<file path="config.mk">
export PLATFORM = sky130hd
export DESIGN_NAME = vram_access_scheduler
export DESIGN_NICKNAME = d
export VERILOG_FILES = /design/src/rtl/vram_access_scheduler.sv
export SDC_FILE = /design/constraint.sdc
export NUM_CORES = 1
export LEC_CHECK = 0
export ABC_CLOCK_PERIOD_IN_PS = 5200
export CAP_MARGIN = 20
export CORE_AREA = 2 2 110 85
export CTS_BUF_LIST = sky130_fd_sc_hd__clkbuf_4 sky130_fd_sc_hd__clkbuf_8 sky130_fd_sc_hd__clkbuf_16
export DETAILED_ROUTE_END_ITERATION = 7
export DIE_AREA = 0 0 112 87
export GPL_TIMING_DRIVEN = 0
export SYNTH_ARGS = -nofsm -noshare
export SYNTH_HDL_FRONTEND = slang
export SYNTH_SLANG_ARGS = --single-unit
</file>
<file path="constraint.sdc">
create_clock -name Clock -period 5.2 [get_ports Clock]
set_clock_uncertainty 0.2 [all_clocks]
set_input_delay 1.04 -clock Clock [delete_from_list [all_inputs] [get_ports Clock]]
set_output_delay 1.04 -clock Clock [all_outputs]
set_load 0.005 [all_outputs]
</file>
<file path="src/rtl/vram_access_scheduler.sv">
// Shares one single-port synchronous VRAM between CRT pixel fetches (priority) and game accesses.
// Optional: define VRAM_BLANK_ONLY_WRITES_EN to admit game writes only during blanking.
module vram_access_scheduler #(
    parameter int ResolutionSize = 10,
    parameter int AddrSize       = 12,
    parameter int DataSize       = 8
) (
    input  logic                      Clock,
    input  logic                      Reset,
    input  logic                      PixelClock,
    input  logic [ResolutionSize-1:0] xpos,
    input  logic [ResolutionSize-1:0] ypos,
    input  logic [ResolutionSize-1:0] Xresolution,
    input  logic [ResolutionSize-1:0] Yresolution,
    input  logic                      GameReq,
    input  logic                      GameWe,
    input  logic [AddrSize-1:0]       GameAddr,
    input  logic [DataSize-1:0]       GameWData,
    output logic                      GameAck,
    output logic [DataSize-1:0]       GameRData,
    output logic [AddrSize-1:0]       MemAddr,
    output logic                      MemWe,
    output logic [DataSize-1:0]       MemWData,
    input  logic [DataSize-1:0]       MemRData,
    output logic [DataSize-1:0]       PixelData,
    output logic                      PixelValid,
    output logic                      Underrun
);

    typedef enum logic [2:0] {
        IDLE      = 3'd0,
        DISP      = 3'd1,
        DISP_DATA = 3'd2,
        GAME      = 3'd3,
        GAME_DATA = 3'd4
    } state_t;

    state_t              state;
    logic [AddrSize-1:0] disp_addr;
    logic                disp_pending;
    logic                game_we_q;

    logic active;
    logic pix_act;
    logic pix_blank;
    logic disp_need;
    logic game_go;

    assign active    = (xpos < Xresolution) && (ypos < Yresolution);
    assign pix_act   = PixelClock && active;
    assign pix_blank = PixelClock && !active;
    assign disp_need = disp_pending || pix_act;

`ifdef VRAM_BLANK_ONLY_WRITES_EN
    // Writes wait for blanking so the visible frame is never torn; reads go anywhere.
    assign game_go = GameReq && !(GameWe && active);
`else
    assign game_go = GameReq;
`endif

    always_ff @(posedge Clock or posedge Reset) begin
        if (Reset) begin
            state        <= IDLE;
            disp_addr    <= '0;
            disp_pending <= 1'b0;
            game_we_q    <= 1'b0;
            GameAck      <= 1'b0;
            GameRData    <= '0;
            MemAddr      <= '0;
            MemWe        <= 1'b0;
            MemWData     <= '0;
            PixelData    <= '0;
            PixelValid   <= 1'b0;
            Underrun     <= 1'b0;
        end else begin
            MemWe      <= 1'b0;
            GameAck    <= 1'b0;
            PixelValid <= 1'b0;

            // Memory-side outputs are loaded on entry so they are visible during DISP/GAME.
            case (state)
                IDLE: begin
                    if (disp_need) begin
                        state     <= DISP;
                        MemAddr   <= disp_addr;
                        disp_addr <= disp_addr + AddrSize'(1);
                    end else if (game_go) begin
                        state     <= GAME;
                        MemAddr   <= GameAddr;
                        MemWe     <= GameWe;
                        MemWData  <= GameWData;
                        game_we_q <= GameWe;
                    end
                end
                DISP:      state <= DISP_DATA;
                DISP_DATA: begin
                    state      <= IDLE;
                    PixelData  <= MemRData;
                    PixelValid <= 1'b1;
                end
                GAME:      state <= GAME_DATA;
                GAME_DATA: begin
                    state   <= IDLE;
                    GameAck <= 1'b1;
                    if (!game_we_q)
                        GameRData <= MemRData;
                end
                default:   state <= IDLE;
            endcase

            // A pending fetch is consumed in DISP; a second tick before that is lost.
            if (pix_act) begin
                disp_pending <= 1'b1;
                if (disp_pending && (state != DISP))
                    Underrun <= 1'b1;
            end else if (state == DISP) begin
                disp_pending <= 1'b0;
            end

            if (pix_blank) begin
                PixelData  <= '0;
                PixelValid <= 1'b0;
                if (ypos >= Yresolution)
                    disp_addr <= '0;
            end
        end
    end

endmodule

</file>
==> results by group, run 1 <==
Floorplan
  – Die Wd: 112 microns
  – FP Rows: 30
  – Core area: 8780 sq um
  – IO Count: 113
  – Die area: 9740 sq um
  – Initial Utilization: 33.6%
  – Die height: 87 microns

Timing
  – Slew margin rel.: 44.6%
  – Final setup violation count: 0
  – Tightest Pin Transition: 0.829 ns
  – Worst Hold Slack: 0.280 ns
  – Unrepaired setup endpoints after global routing: no
  – Period minus WS final: 3.79 ns
  – Sum Neg Setup Slack: 0 ns
  – Crit share post-route: 72.9%
  – Final Hold Fails: 0
  – Final Slew Violations: 0
  – Peak Freq: 264 MHz

Yosys
  – Simple-gate share of the synthesized area: 13.0%
  – Post-Synth Adder-Cell Area: 8.47%
  – Netlist cell types: 43
  – YS warnings: 0
  – Mapped Nets: 375
  – Largest family of logic cells by synthesized area: compound AO/OA/AOI/OAI gates
  – Register area share after synthesis: 48.3%
  – Fraction of registers with async set/reset: 100%
  – XOR/XNOR share of the synthesized area: 0%
  – Top_reg_cell synth: dfrtp_1
  – Mean area per synthesized cell: 10.5 sq um
  – Synth Instances: 282
  – Number of synthesized flops with an enable pin: 0
  – Yosys reg bits: 57
  – Mux share of post-synthesis cell area: 6.10%
  – Syn Std Cell Area: 2950 sq um
  – Compound-cell area share of the yosys netlist: 18.6%

Clock tree
  – Clk_lat worst skew: 0.33 ns
  – Clock sinks: 57
  – Post_cts resized: 0
  – Clock transition at path regs: 0.05 ns
  – Post-CTS Hold Buffers: 0
  – H-tree Lvls: 3
  – Num CTS Buffers: 9
  – Post-CTS setup buffers: 0
  – Clock Path Buffers: 2
  – CTS tree: yes
  – Root Driver: clkbuf_16

Drt
  – DRC viols: 0
  – Vias per cell: 5.10
  – Total Routed Length: 7890 microns
  – Pre-antenna DRT Iters: 4
  – Final ANT Viol Nets: 0
  – WL per Instance: 15.1 microns
  – Violation count after the first detailed-route iteration: 139
  – Via Count: 2,660

Global route
  – Antenna violations before repair: 0
  – Gr usage total: 17.2%
  – GRT overflow: 0
  – Vias in the first global route: 2,696
  – First-pass GRT wire length: 13,100 microns
  – Largest net degree at the start of global routing: 40

Critical path
  – Slowest cell delay on critical path: 0.66 ns
  – Delay-heaviest family, CP: compound AO/OA/AOI/OAI gates
  – Crit end category: flip-flop
  – Critical path class: in2reg
  – Slowest cell on the critical path: o311ai_1
  – Crit path max fanout: 10
  – Critical path arrival: 3.85 ns
  – Critical path launch point type: input pin
  – Cells along the critical path: clkdlybuf4s50_1 > inv_1 > ha_1 > a21oi_1 > a211oi_1 > or2_1 > o311ai_1 > clkbuf_1 > o22ai_1 > a2bb2oi_1
  – Critical path data required time: 5.26 ns
  – CP Buf/Inv Count: 3

Power
  – P_sw: 0.000666 W
  – Switching Share: 30.2%
  – Worst VDD drop: 0.270 mV
  – Clock network fraction of design power: 26.9%
  – Int Pwr: 0.00154 W
  – Cell Pwr Density: 486 nW/um^2
  – Leak Pwr: 1.97 nW
  – Combinational share of power: 40.4%
  – Reg power frac: 32.7%

Placed design
  – Hpwl dp: 5850 microns
  – Placed cell area: 4240 sq um
  – Gpl congestion: 0.825
  – I/O Buffers: 112
  – Placed insts: 507

Final layout
  – Finished Core Util: 51.6%
  – Nets@finish: 499
  – Diode count: 0
  – Share of layout cells above drive strength 1: 11.0%
  – Non-filler cells, final: 522
  – Area Overhead vs Synth: 53.5%
  – Design area: 4540 sq um

Worst hold path
  – Hold WC Path Type: reg2reg

Job
  – Max_cap viols: 0

Status
  – Status: finished clean
## cells in the mapped netlist, drive strengths merged (3+ instances only)
cell | instances | area share [%]
nand2b | 3 | 0.64
o22ai | 12 | 2.5
or4 | 7 | 1.8
or3 | 5 | 1.1
a21oi | 23 | 4.0
ha | 20 | 8.5
nand3 | 9 | 1.5
o21ai | 7 | 1.2
clkbuf | 4 | 0.51
a2bb2oi | 12 | 3.6
o31ai | 9 | 2.3
dfrtp | 57 | 48
buf | 7 | 1.6
mux2 | 16 | 6.1
nand2 | 26 | 3.3
a211o | 3 | 0.89
inv | 27 | 3.4
nor2 | 4 | 0.51
nand4 | 6 | 1.3
## worst paths after layout
check | endpoint | startpoint | cells after the start | slack (ns)
max in group asynchronous | MemWData[3]$_DFFE_PP0P_ | Reset | 3 | 3.40
min in group asynchronous | MemAddr[4]$_DFFE_PP0P_ | Reset | 2 | 0.84
worst max register to register | disp_addr[10]$_DFF_PP0_ | state[1]$_DFFE_PP0P_ | 6 | 2.88
worst min-delay path | Underrun$_DFFE_PP0P_ | Underrun$_DFFE_PP0P_ | 1 | 0.28
worst max-delay path | MemAddr[7]$_DFFE_PP0P_ | Xresolution[4] | 10 | 1.41
worst min register to register | Underrun$_DFFE_PP0P_ | Underrun$_DFFE_PP0P_ | 1 | 0.28
## layout by cell type, fill, tap and decap left out, drive strengths merged, types with 2 or more instances in the layout
cell,count
nand3,9
a21oi,23
clkinv,2
nand2b,3
or4,7
nor2b,2
inv,27
and3,2
a2bb2oi,12
or3,5
o21ai,7
nand2,26
ha,20
dfrtp,57
nor3,2
o31ai,9
o211ai,2
mux2,16
buf,8
nand4,6
clkdlybuf4s50,112
nor2,4
a211o,3
o2111ai,2
clkbuf,16
a211oi,2
o22ai,12
## final cells by class
type / instances / area (sq um)
fill: 806 / 4250
sequential: 57 / 1430
multi-input combinational: 187 / 1370
timing repair buffer: 113 / 1140
clock buffer: 12 / 260
tap: 112 / 140
inverter: 27 / 101
buffer: 11 / 61.3
clock inverter: 3 / 40.0
## through the flow
stage | worst slack [ns] | power (W)
detailed placement | 1.05 | 0.00162
floorplan | 2.07 | 0.00115
global placement | 1.10 | 0.00160
global route | 1.21 | 0.00235
finish | 1.41 | 0.00221
CTS | 1.40 | 0.00224
## flip-flops by register name, indices dropped and copies added, names as in the netlist
name,cells
GameAck,1
GameRData,8
MemAddr,12
MemWData,8
MemWe,1
PixelData,8
PixelValid,1
Underrun,1
disp_addr,12
disp_pending,1
game_we_q,1
state,3
## logic make-up (layout without fill, tap and decap cells)
| kind of cell | after synthesis | after routing |
|---|---|---|
| simple gates | 72 | 72 |
| mux | 16 | 16 |
| buf+inv | 38 | 166 |
| compound gates | 79 | 79 |
| flops | 57 | 57 |
| fa+ha+maj | 20 | 20 |
## power by group through the flow
| stage | combinational (W) | sequential [W] | clock, W |
|---|---|---|---|
| final | 0.000891 | 0.000721 | 0.000594 |
| after floorplan | 0.000424 | 0.000725 | 0 |
| after CTS | 0.000904 | 0.000722 | 0.000609 |
| after global routing | 0.000974 | 0.000745 | 0.000629 |
| after global placement | 0.000884 | 0.000720 | 0 |
| after detailed placement | 0.000898 | 0.000725 | 0 |
## routing by layer
metal  global-route usage (%)  routed length [microns]  vias to the layer above
met5                        0                        0                        -
met4                     5.32                      102                        0
met3                     8.28                      685                       11
met2                     26.0                     3510                       74
met1                     22.0                     3600                     1282
li1                         -                        -                     1293
Power figures use the tool's default switching activity.
==> run 2: changes to the inputs <==
ABC_CLOCK_PERIOD_IN_PS = 3300   (was 5200)
PLACE_DENSITY = 0.67   (was unset)
clock period = 3.3 ns   (was 5.2 ns; I/O delays follow)
==> results by group, run 2 (synthesized netlist as in run 1, its figures left out) <==
Status
  – Status: finished clean

Clock tree
  – Clock Path Buffers: 2
  – Post-CTS Hold Buffers: 0
  – Clock transition at path regs: 0.05 ns
  – H-tree Lvls: 3
  – Clk_lat worst skew: 0.33 ns
  – CTS tree: yes
  – Clock sinks: 57
  – Root Driver: clkbuf_16
  – Num CTS Buffers: 9
  – Post-CTS setup buffers: 0

Timing
  – Final Slew Violations: 0
  – Slew margin rel.: 46.4%
  – Setup WS post-layout: 0.183 ns
  – Tightest Pin Transition: 0.802 ns
  – Final Hold Fails: 0
  – Unrepaired setup endpoints after global routing: no
  – Final setup violation count: 0
  – Peak Freq: 321 MHz
  – Period minus WS final: 3.12 ns
  – Crit share post-route: 94.5%

Job
  – Max_cap viols: 0

Final layout
  – Diode count: 0
  – Multi-input gate area: 1380 sq um
  – Share of layout cells above drive strength 1: 11.9%
  – Regs by FF count: MemAddr (12), disp_addr (12)
  – Commonest non-fill, non-tap cell in the layout: clkdlybuf4s50_1
  – Nets@finish: 499
  – Commonest non-fill, non-tap cells in the layout: clkdlybuf4s50_1 (112), dfrtp_1 (57), nand2_1 (26), inv_1 (26), a21oi_1 (22)
  – Finished Core Util: 51.8%
  – # fillers: 832
  – FF/Latch Area: 1430 sq um
  – Area Overhead vs Synth: 54.0%

Placed design
  – Hpwl dp: 5700 microns
  – Dpl ws: -0.452 ns
  – Gpl congestion: 0.852
  – I/O Buffers: 112

Critical path
  – CP Buf/Inv Count: 4
  – CP Launch Point: Xresolution[4]
  – R2R Setup Slk: 1.00 ns
  – RR Endpoint: disp_addr[10]$_DFF_PP0_
  – Critical path data required time: 3.34 ns
  – FF-to-FF Start: state[2]$_DFFE_PP0P_
  – Critical path launch point type: input pin
  – Cells along the critical path: clkdlybuf4s50_1 > inv_1 > ha_1 > a21oi_1 > a211oi_1 > or2_1 > o31a_1 > buf_6 > a21oi_2 > buf_2 > a2bb2oi_1
  – Worst reg2reg path depth: 6
  – Delay-heaviest family, CP: compound AO/OA/AOI/OAI gates
  – Worst path depth: 11
  – Crit end category: flip-flop
  – Critical path class: in2reg
  – Slowest cell delay on critical path: 0.46 ns
  – Critical Path End: MemAddr[5]$_DFFE_PP0P_
  – Critical path arrival: 3.16 ns
  – Slowest cell on the critical path: clkdlybuf4s50_1
  – Crit path max fanout: 10

Drt
  – Via Count: 2,603
  – Total Routed Length: 7660 microns
  – Pre-antenna DRT Iters: 4
  – WL per Instance: 14.6 microns
  – Vias per cell: 4.98
  – DRC viols: 0
  – Violation count after the first detailed-route iteration: 130
  – Final ANT Viol Nets: 0

Floorplan
  – Die height: 87 microns
  – Core area: 8780 sq um
  – IO Count: 113
  – Die Wd: 112 microns
  – Die area: 9740 sq um
  – FP Rows: 30
  – Initial Utilization: 33.6%

Power
  – Cell Pwr Density: 763 nW/um^2
  – Leak Pwr: 1.97 nW
  – Worst VDD drop: 0.454 mV

Global route
  – Vias in the first global route: 2,690
  – Gr usage total: 16.8%
  – First-pass GRT wire length: 12,900 microns
  – GRT overflow: 0
  – Antenna violations before repair: 0
  – Largest net degree at the start of global routing: 30

Worst hold path
  – Hold WC Path Type: reg2reg
## run 2: layer usage
metal / global-route usage (%) / up-vias / part of all wire (%)
met1: 20.7 / 1237 / 44
met3: 7.10 / 8 / 7.4
met2: 27.5 / 68 / 48
li1: - / 1290 / -
met4: 3.99 / 0 / 0.87
met5: 0 / - / 0
## run 2: how the worst min path moves through the flow
stage | from | endpoint | slack [ns] | cells after the start
global placement | Underrun$_DFFE_PP0P_ | Underrun$_DFFE_PP0P_ | 0.27 | 1
global route | Underrun$_DFFE_PP0P_ | Underrun$_DFFE_PP0P_ | 0.31 | 1
detailed placement | Underrun$_DFFE_PP0P_ | Underrun$_DFFE_PP0P_ | 0.28 | 1
CTS | Underrun$_DFFE_PP0P_ | Underrun$_DFFE_PP0P_ | 0.29 | 1
floorplan | disp_pending$_DFFE_PP0P_ | disp_pending$_DFFE_PP0P_ | 0.26 | 2
finish | Underrun$_DFFE_PP0P_ | Underrun$_DFFE_PP0P_ | 0.28 | 1
## run 2: power by group
part / internal [W] / total (W) / switching (W)
Clock: 0.000626 / 0.000926 / 0.000300
Combinational: 0.000831 / 0.00140 / 0.000570
Sequential: 0.000972 / 0.00114 / 0.000171
Total: 0.00243 / 0.00347 / 0.00104
## run 2: repair_timing
action / in CTS / in global routing
endpoints found under the setup margin: 9 / 28
pin swaps: 0 / 0
gates cloned: 0 / 0
gates resized for setup: 1 / 3
## run 2: metrics by stage
step	area [sq um]	power, W	cells	setup TNS [ns]	hold slack, ns
detailed placement	4240	0.00256	507	-6.69	0.277
global route	4550	0.00371	523	0	0.314
CTS	4540	0.00352	523	0	0.291
floorplan	2950	0.00181	282	0	0.263
global placement	4220	0.00252	506	-7.11	0.265
finish	4550	0.00347	523	0	0.284
## run 2: final cells by class
cell class                      count  share of cell area, %
Buffer                             11                   1.37
Clock buffer                       13                   5.75
Clock inverter                      3                  0.880
Inverter                           27                   2.23
Multi-Input combinational cell    187                   30.3
Sequential cell                    57                   31.3
Tap cell                          112                   3.08
Timing Repair Buffer              113                   25.1
==> run 3: changes to the inputs <==
ABC_CLOCK_PERIOD_IN_PS = 3400   (was 3300)
CORE_AREA = 2 2 98 76   (was 2 2 110 85)
DIE_AREA = 0 0 100 78   (was 0 0 112 87)
MAX_ROUTING_LAYER = met4   (was unset)
PLACE_DENSITY = 0.79   (was 0.67)
clock period = 3.4 ns   (was 3.3 ns; I/O delays follow)
==> results by group, run 3 (synthesized netlist as in run 1, its figures left out) <==
Status
  – Status: finished clean

Timing
  – Final Slew Violations: 0
  – Period minus WS final: 3.16 ns
  – Sum Neg Setup Slack: 0 ns
  – Peak Freq: 316 MHz
  – Final setup violation count: 0
  – Final Hold Fails: 0
  – Tightest Pin Transition: 0.717 ns
  – Slew margin rel.: 52.1%
  – Crit share post-route: 93.0%
  – Unrepaired setup endpoints after global routing: no

Final layout
  – # fillers: 565
  – Commonest non-fill, non-tap cell in the layout: clkdlybuf4s50_1
  – Diode count: 0
  – Area Overhead vs Synth: 48.5%
  – Share of layout cells above drive strength 1: 11.4%
  – Commonest non-fill, non-tap cells in the layout: clkdlybuf4s50_1 (112), dfrtp_1 (57), nand2_1 (26), inv_1 (26), a21oi_1 (22)
  – Regs by FF count: MemAddr (12), disp_addr (12)
  – Nets@finish: 499

Clock tree
  – Clk_lat worst skew: 0.35 ns
  – Clock sinks: 57
  – Clock transition at path regs: 0.06 ns
  – Root Driver: clkbuf_8
  – Clock Path Buffers: 2
  – Num CTS Buffers: 9
  – CTS tree: yes
  – H-tree Lvls: 3

Drt
  – Final ANT Viol Nets: 0
  – WL per Instance: 15.5 microns
  – DRC viols: 0
  – Violation count after the first detailed-route iteration: 131
  – Vias per cell: 5.33
  – Via Count: 2,639
  – Pre-antenna DRT Iters: 4
  – Total Routed Length: 7660 microns

Global route
  – Vias in the first global route: 2,792
  – First-pass GRT wire length: 13,100 microns
  – Largest net degree at the start of global routing: 39
  – Gr usage total: 22.0%
  – Antenna violations before repair: 0
  – GRT overflow: 0

Power
  – Worst VDD drop: 0.474 mV
  – Overall Power: 0.00306 W
  – Cell Pwr Density: 697 nW/um^2
  – Leak Pwr: 1.90 nW

Floorplan
  – Die height: 78 microns
  – IO Count: 113
  – FP Rows: 26
  – Die area: 7800 sq um
  – Die Wd: 100 microns
  – Initial Utilization: 43.7%
  – Core area: 6770 sq um

Worst hold path
  – Worst Hold Launch: Underrun$_DFFE_PP0P_
  – Hold Path Sink: Underrun$_DFFE_PP0P_
  – Hold depth: 1
  – Hold WC Path Type: reg2reg

Critical path
  – Worst reg2reg path depth: 6
  – Critical path class: in2reg
  – CP Launch Point: Xresolution[4]
  – RR Endpoint: disp_addr[10]$_DFF_PP0_
  – Critical path arrival: 3.22 ns
  – FF-to-FF Start: state[2]$_DFFE_PP0P_
  – Critical path launch point type: input pin
  – R2R Setup Slk: 1.15 ns
  – Crit end category: flip-flop
  – Crit path max fanout: 10
  – Critical path data required time: 3.46 ns

Placed design
  – Gpl congestion: 0.834
  – I/O Buffers: 112
  – Hpwl dp: 5890 microns

Job
  – Max_cap viols: 0
==> run 3: cell count changes in the layout (fill, tap and decap cells not counted), sizes merged <==
cell      delta
clkinvlp     +3
clkbuf       -2
bufinv       -1
clkinv       -1
inv          +1
==> run 3: area by class of cell <==
type / instances / area, sq um / area share (%)
flip-flops and latches: 57 / 1430 / 32.5
multi-input cells: 187 / 1370 / 31.1
repair buffers: 113 / 1140 / 26.0
clock buffers: 11 / 145 / 3.31
well taps: 84 / 105 / 2.40
inverters: 27 / 101 / 2.31
plain buffers: 11 / 62.6 / 1.43
clock inverters: 5 / 40.0 / 0.913
==> run 3: metal layers <==
metal	share of wire, %	wire, microns	GRT usage (%)
met3	7.9	607	8.83
met5	0	0	-
met2	47	3610	35.1
met1	44	3400	26.7
met4	0.60	46	4.79
==> run 3: worst max-delay path: stages <==
cell             delay, ns
clkdlybuf4s50_1       0.46
inv_1                 0.04
ha_1                  0.30
a21oi_1               0.14
a211oi_1              0.10
or2_1                 0.26
o311ai_1              0.58
clkbuf_2              0.35
o22ai_1               0.12
a2bb2oi_1             0.18
==> run 3: power by group <==
part	internal, W	switching (W)
combinational	0.000806	0.000561
sequential	0.000941	0.000163
clock	0.000296	0.000292
==> run 3: worst max-delay path by stage <==
stage | slack (ns) | to | cells after the start
finish | 0.24 | MemAddr[0]$_DFFE_PP0P_ | 10
global route | 0.06 | disp_addr[3]$_DFF_PP0_ | 11
CTS | 0.11 | MemAddr[1]$_DFFE_PP0P_ | 10
detailed placement | -0.26 | MemAddr[7]$_DFFE_PP0P_ | 10
global placement | -0.21 | MemAddr[7]$_DFFE_PP0P_ | 10
floorplan | 0.63 | disp_addr[10]$_DFF_PP0_ | 9
==> run 3: repair_timing <==
action	in CTS	in global routing
endpoints found under the setup margin	0	9
hold buffers	0	0
resized for setup	0	2
buffers inserted	0	0
==> run 3: stage by stage <==
stage                     instance area, sq um  worst slack, ns  util (%)  hold slack, ns  std cells
after floorplan                           2950            0.627         -           0.263        282
after global placement                    4180           -0.209      61.8           0.262        478
after detailed placement                  4200           -0.258      62.1           0.274        479
after CTS                                 4390            0.106      64.8           0.292        495
after global routing                      4390           0.0595      64.8           0.338        495
final                                     4390            0.237      64.8           0.286        495
